===== src/rtl/conv_row_display.sv =====
// conv_row_display: buffers one ROWS x COLS binary result frame and plays it out one row at a time.
// Latency: a frame handshake at edge N shows row 0 after N; a step first sampled high at edge N moves the row at N+2.
// Backpressure: frame_ready is low for the whole playout, so a frame offered while SHOW is simply not taken.
//
// Ports:
//   clk, rst     : clock, asynchronous active-high reset
//   frame_data   : ROWS*COLS result frame, row r = frame_data[r*COLS +: COLS]
//   frame_valid  : frame_data valid; frame_ready: block can accept a frame (IDLE)
//   step         : asynchronous advance request (pushbutton/switch), rising edge advances
//   row_out      : displayed row (zero when idle); row_valid: row_out holds frame data
//   row_idx      : index of the displayed row; last_row: row_idx == ROWS-1 while row_valid
//   frame_done   : one-cycle pulse after the last row is retired
//
// Build option AUTO_SCROLL_EN: rows advance every SCROLL_DIV cycles from an internal
// counter and step is ignored. Without it, rows advance only on step rising edges.
module conv_row_display #(
    parameter int ROWS       = 6,
    parameter int COLS       = 6,
    parameter int SCROLL_DIV = 1000000
) (
    input  logic                 clk,
    input  logic                 rst,
    input  logic [ROWS*COLS-1:0] frame_data,
    input  logic                 frame_valid,
    output logic                 frame_ready,
    input  logic                 step,
    output logic [COLS-1:0]      row_out,
    output logic                 row_valid,
    output logic [2:0]           row_idx,
    output logic                 last_row,
    output logic                 frame_done
);

    typedef enum logic {
        S_IDLE = 1'b0,
        S_SHOW = 1'b1
    } state_e;

    localparam logic [2:0] LAST_IDX = 3'(ROWS - 1);

    state_e          state_q, state_d;
    logic [2:0]      idx_q, idx_d;
    logic            done_q, done_d;
    logic [COLS-1:0] buf_q [ROWS];
    logic            capture;
    logic            advance;

    assign capture = (state_q == S_IDLE) && frame_valid;

`ifdef AUTO_SCROLL_EN
    // Free-running row timer: restarts on capture and on every advance, so each
    // row is visible for exactly SCROLL_DIV cycles.
    localparam int               CNT_W   = $clog2(SCROLL_DIV);
    localparam logic [CNT_W-1:0] CNT_MAX = CNT_W'(SCROLL_DIV - 1);

    logic [CNT_W-1:0] cnt_q, cnt_d;
    logic             unused_step;

    assign unused_step = step;
    assign advance     = (state_q == S_SHOW) && (cnt_q == CNT_MAX);

    always_comb begin
        cnt_d = '0;
        if ((state_q == S_SHOW) && !advance) begin
            cnt_d = cnt_q + CNT_W'(1);
        end
    end

    always_ff @(posedge clk or posedge rst) begin
        if (rst) begin
            cnt_q <= '0;
        end else begin
            cnt_q <= cnt_d;
        end
    end
`else
    // step is asynchronous: two flops to resynchronise, a third to find the
    // rising edge. prev follows sync2 in every state, so an edge seen while
    // idle is consumed there and cannot fire once the next frame starts.
    localparam int unused_div = SCROLL_DIV;

    logic sync1_q, sync2_q, prev_q;

    assign advance = sync2_q && !prev_q;

    always_ff @(posedge clk or posedge rst) begin
        if (rst) begin
            sync1_q <= 1'b0;
            sync2_q <= 1'b0;
            prev_q  <= 1'b0;
        end else begin
            sync1_q <= step;
            sync2_q <= sync1_q;
            prev_q  <= sync2_q;
        end
    end
`endif

    // State register
    always_ff @(posedge clk or posedge rst) begin
        if (rst) begin
            state_q <= S_IDLE;
            idx_q   <= 3'd0;
            done_q  <= 1'b0;
        end else begin
            state_q <= state_d;
            idx_q   <= idx_d;
            done_q  <= done_d;
        end
    end

    // Next-state logic
    always_comb begin
        state_d = state_q;
        idx_d   = idx_q;
        done_d  = 1'b0;
        case (state_q)
            S_IDLE: begin
                if (frame_valid) begin
                    state_d = S_SHOW;
                    idx_d   = 3'd0;
                end
            end
            S_SHOW: begin
                if (advance) begin
                    if (idx_q == LAST_IDX) begin
                        state_d = S_IDLE;
                        idx_d   = 3'd0;
                        done_d  = 1'b1;
                    end else begin
                        idx_d = idx_q + 3'd1;
                    end
                end
            end
            default: begin
                state_d = S_IDLE;
                idx_d   = 3'd0;
            end
        endcase
    end

    // Frame buffer: loaded only on the accepting edge, so later frame_data
    // activity cannot reach the display.
    always_ff @(posedge clk or posedge rst) begin
        if (rst) begin
            for (int r = 0; r < ROWS; r++) begin
                buf_q[r] <= '0;
            end
        end else if (capture) begin
            for (int r = 0; r < ROWS; r++) begin
                buf_q[r] <= frame_data[r*COLS +: COLS];
            end
        end
    end

    // Outputs, decoded from registered state only
    always_comb begin
        frame_ready = 1'b1;
        row_valid   = 1'b0;
        row_out     = '0;
        row_idx     = idx_q;
        last_row    = 1'b0;
        if (state_q == S_SHOW) begin
            frame_ready = 1'b0;
            row_valid   = 1'b1;
            row_out     = buf_q[idx_q];
            last_row    = (idx_q == LAST_IDX);
        end
    end

    assign frame_done = done_q;

endmodule

===== config.mk =====
export PLATFORM = sky130hd
export DESIGN_NAME = conv_row_display
export DESIGN_NICKNAME = d
export VERILOG_FILES = /design/src/rtl/conv_row_display.sv
export SDC_FILE = /design/constraint.sdc
export NUM_CORES = 1
export LEC_CHECK = 0
export BUFFER_PORTS_ARGS = -buffer_cell sky130_fd_sc_hd__buf_4
export CORE_AREA = 2 2 75 59
export DETAILED_ROUTE_END_ITERATION = 16
export DIE_AREA = 0 0 77 61
export PLACE_DENSITY = 0.8
export SYNTH_ARGS = -nofsm -noshare
export SYNTH_HDL_FRONTEND = slang
export SYNTH_SLANG_ARGS = --single-unit

===== constraint.sdc =====
create_clock -name clk -period 2.05 [get_ports clk]
set_clock_uncertainty 0.15 [all_clocks]
set_input_delay 0.41 -clock clk [delete_from_list [all_inputs] [get_ports clk]]
set_output_delay 0.41 -clock clk [all_outputs]
set_load 0.03 [all_outputs]

Word-level counts from Yosys, hierarchy flattened
Cells that the tools add are included.
{ "op_classes": {"n_eq_ne": 3, "bitwise": 2, "addsub": 1, "n_lt_le_gt_ge": 1, "muxes": 18, "reduce_logical": 4} }
{ "ops": {"columns": ["op", "count"], "rows": [
  ["$bmux W6 S3", 1],
  ["$mux W6", 3],
  ["$mux W1", 9],
  ["$mux W3", 3],
  ["$pmux W3 S2", 1],
  ["$ge A4 B4 Y1 const B", 1],
  ["$not A3 Y4", 1],
  ["$add A3 B1 Y3 const B", 1],
  ["$eq A3 B3 Y1 const B", 1],
  ["$logic_and A1 B1 Y1", 2],
  ["$ne A2 B1 Y1 const B", 1],
  ["$ne A2 B2 Y1 const B", 1],
  ["$pmux W1 S2", 1],
  ["$reduce_and A2 Y1", 1],
  ["$logic_not A1 Y1", 1],
  ["$not A1 Y1", 1]
]} }
{ "word_totals": {"in_bits": 40, "reg_bits": 44, "wordCells": 41, "out_inout_bits": 13} }

Logic depth before layout (Yosys ltp)
{ "depth": {"word_depth": 5, "ltp_mapped": 5, "ltp_nobuf": 3} }

Worst setup path before layout
No wires, ideal clock.
{ "synth_timing": {"kind": "reg-to-output", "start": "register state_q", "end": "output port row_out[0]", "setup_slack_ps": -186, "stages_incl_launch_ff": 4, "required_time_ps": 1490, "path_buffers": 0, "arrival_ps": 1676, "cell_sequence": "dfrtp_1 inv_1 or2_2 o21ai_1"} }
{ "synth_via": {"elab_chain_cells": 1} }
{ "synth_lines": {"columns": ["item", "line", "source"], "rows": [
  ["start: declaration", "41", "state_e state_q, state_d;"],
  ["start signal: assignment", "106", "state_q <= state_d;"],
  ["$mux W6", "163", "if (state_q == S_SHOW) begin"],
  ["end: declaration", "27", "output logic [COLS-1:0] row_out,"]
]} }
No other way between the ends.

Worst setup path in the final report
{ "layout_timing": {"start": "register idx_q[2], in the netlist row_idx[2]", "end": "output port row_out[0]"} }
{ "layout_via": {"elab_chain_cells": 5} }
{ "layout_lines": {"columns": ["item", "line", "source"], "rows": [
  ["start: declaration", "42", "logic [2:0] idx_q, idx_d;"],
  ["start signal: assignment", "107", "idx_q <= idx_d;"],
  ["$not A3 Y4 (not written as such)", "166", "row_out = buf_q[idx_q];"],
  ["$bmux W6 S3", "166", null],
  ["$mux W6 (not written as such) (2 in series)", "166", null],
  ["$mux W6", "163", null]
]} }
No other way between the ends. The select of a mux whose other input is x is not followed.

==> flow_summary.yaml <==
status:
  outcome: "finished with violations"
  violations: "setup timing"
sta:
  setup_slack_ps: -157
  holdWs_ps: 62.4
  min_period_ps: 2210
  fmax_mhz: 453
  rsz0062_at_grt: "yes"
  period_share_pct: 108
  hold_viol: 0
  setup_viol: 6
  final.setup.tns_ps: -874
  slew_headroom_pct: 63.6
  drv_slew: 0
  worst_pin_slew_ps: 546
hold_path:
  hold_class: "input pin to register"
  min_from: "step"
yosys:
  yosys-top-cells-area: "dfrtp_1, mux2_2, mux2i_1, o22a_1, o21ai_1"
  yosys.area_share.adder_pct: 0
  yosysMostFrequentCell: "dfrtp_1"
  synth_cell_types: 18
  synthSimpleGateAreaFrac_pct: 4.13
  synth_flop_cell: "dfrtp_1"
  ys_async_sr_fraction_pct: 100
  synth_xor_area_share_pct: 0
  yosysTopAreaCell: "dfrtp_1"
  synth_top_family_by_area: "multiplexers"
  syn_nets: 177
  synth_top_area_share_pct: 56.8
  yosys-top-cells-count: "dfrtp_1, mux2_2, mux2i_1, o21ai_1, o22a_1"
  synth_compound_area_share_pct: 4.97
  avgSynthCellArea_um2: 14.2
  yosys_warnings: 0
  synth_mux_area_share_pct: 31.3
  synth_area_mm2: 0.00194
  synth_edf_count: 0
  netlist_instances: 137
  synth-seq-area-share_pct: 56.8
  ys_ff_latch: 44
setup_path:
  critPathKind: "register to primary output"
  cp-start-kind: "register"
  worstPathMaxFanout: 6
  crit_arrival_ps: 1650
  critPathLaunch: "row_idx[2]"
  cp-end-kind: "primary output"
  cp.required_ps: 1490
  r2r-start: "state_q"
global_route:
  grt_max_degree: 45
  grt_pass1_wl_um: 6820
  antenna_found_initial: 0
  grt_util_all_layers_pct: 19.7
  grt_pass1_vias: 1382
  overflow: 0
cts:
  cts_tree: "yes"
  cts-root-buf: "clkbuf_8"
  clkTransAtPathRegs_ps: 80
  clock-sinks: 44
  cts_max_path_buffers: 2
  cts_buffers: 5
  cts_hold_buf: 0
  clk_latency_ps: 300
  htree_levels: 2
floorplanning:
  die_x_um: 77
  die_area_mm2: 0.00470
  core.rowCount: 20
  coreArea_mm2: 0.00395
  ioPinCount: 53
  die_h_um: 61
  initial_core_util_pct: 49.1
power_and_ir_drop:
  clockPowerShare_pct: 17.0
  ir_worst_vdd_mv: 1.07
  switching_share_pct: 35.4
  power.switching_mw: 1.42
  power.internal_mw: 2.58
  p_comb_share_pct: 46.7
  cellPowerDensity_mw_per_mm2: 1530
  total_power_mw: 4.00
  pwr-share-seq_pct: 36.3
  p_leak_nw: 1.23
route:
  wirelength_um: 4120
  via_per_inst: 4.97
  dr.pass1.iters: 4
  drc: 0
  ant_nets: 0
  routedWlPerCell_um: 16.2
  drtIter0Drc: 36
  vias: 1262
finish:
  postLayoutCellArea_mm2: 0.00262
  fill_cells: 318
  final_layout_size_suffix_gt1_share_pct: 59.3
  layout.cells.non_filler: 254
  n_antenna_cell: 0
  syn_to_final_growth_pct: 34.9
  fin_nets: 238
  fin_util_pct: 66.2
placed_design:
  pre_cts_slack_ps: 58.9
  io_buffers: 52
  hpwl_um: 3050
  gp_congestion: 0.812
  dp.cells: 243
  placed_area_mm2: 0.00245
flow_run:
  maxCapViolations: 0
[cells by family after synthesis]
group | after synthesis
buffers and inverters | 11
AOI/OAI and AO/OA | 14
muxes | 56
and+or+nand+nor | 12
DFF | 44
[repair_timing]
action / CTS / global route
endpoints found under the setup margin: 7 / 6
buffers inserted: 2 / 1
pin swaps: 4 / 5
gates resized for setup: 8 / 0
[critical path, cell delays in order, from the launching register on]
cell	delay (ps)
dfrtp_1	420
or3b_4	460
o22a_1	230
o21ai_2	70
buf_6	150
[layer usage]
| layer | GRT usage (%) | vias up | share of wire [%] |
|---|---|---|---|
| li1 | - | 612 | - |
| met1 | 26.4 | 604 | 47 |
| met2 | 31.1 | 40 | 46 |
| met3 | 5.80 | 6 | 5.8 |
| met4 | 7.91 | 0 | 1.1 |
| met5 | 0 | - | 0 |
[path summary, 6_finish.rpt]
kind	slack (ps)	to	cells past startpoint
hold / removal	60	sync1_q	1
hold reg to reg	210	sync2_q	0
setup / recovery	-160	row_out[0]	4
setup reg to reg	380	row_idx[1]	5
max in group asynchronous	1250	state_q	3
min in group asynchronous	90	buf_q[17]	3
[sequential cells by signal (all words and copies together), names as in the netlist]
| name | count |
|---|---|
| sync2_q | 1 |
| frame_done | 1 |
| sync1_q | 1 |
| buf_q | 36 |
| state_q | 1 |
| row_idx | 3 |
| prev_q | 1 |
[final cells by class]
| class | instances | area (um2) | share of cell area, % |
|---|---|---|---|
| flip-flops and latches | 44 | 1100 | 42.1 |
| multi-input cells | 82 | 818 | 31.3 |
| repair buffers | 62 | 500 | 19.1 |
| clock buffers | 5 | 68.8 | 2.63 |
| well taps | 55 | 68.8 | 2.63 |
| clock inverters | 3 | 46.3 | 1.77 |
| inverters | 3 | 11.3 | 0.430 |
[power groups by stage]
stage	Clock, mW	Combinational (mW)	Sequential [mW]
floorplan	0	1.18	1.46
global placement	0	1.70	1.44
detailed placement	0	1.75	1.47
CTS	0.689	1.88	1.46
global route	0.731	2.00	1.51
finish	0.679	1.87	1.45
[placed cells by master, fill, tap and decap left out, types with 3 or more instances in the layout]
cell	netlist	routed
mux2_2	37	37
nor2_1	4	4
mux2i_1	19	19
inv_1	3	3
nand3b_1	3	3
o22a_1	6	6
buf_4	2	55
dfrtp_1	44	43
o21ai_2	0	6
buf_6	0	6
clkbuf_8	0	5
Note: power is estimated with default switching activity, not from simulation.
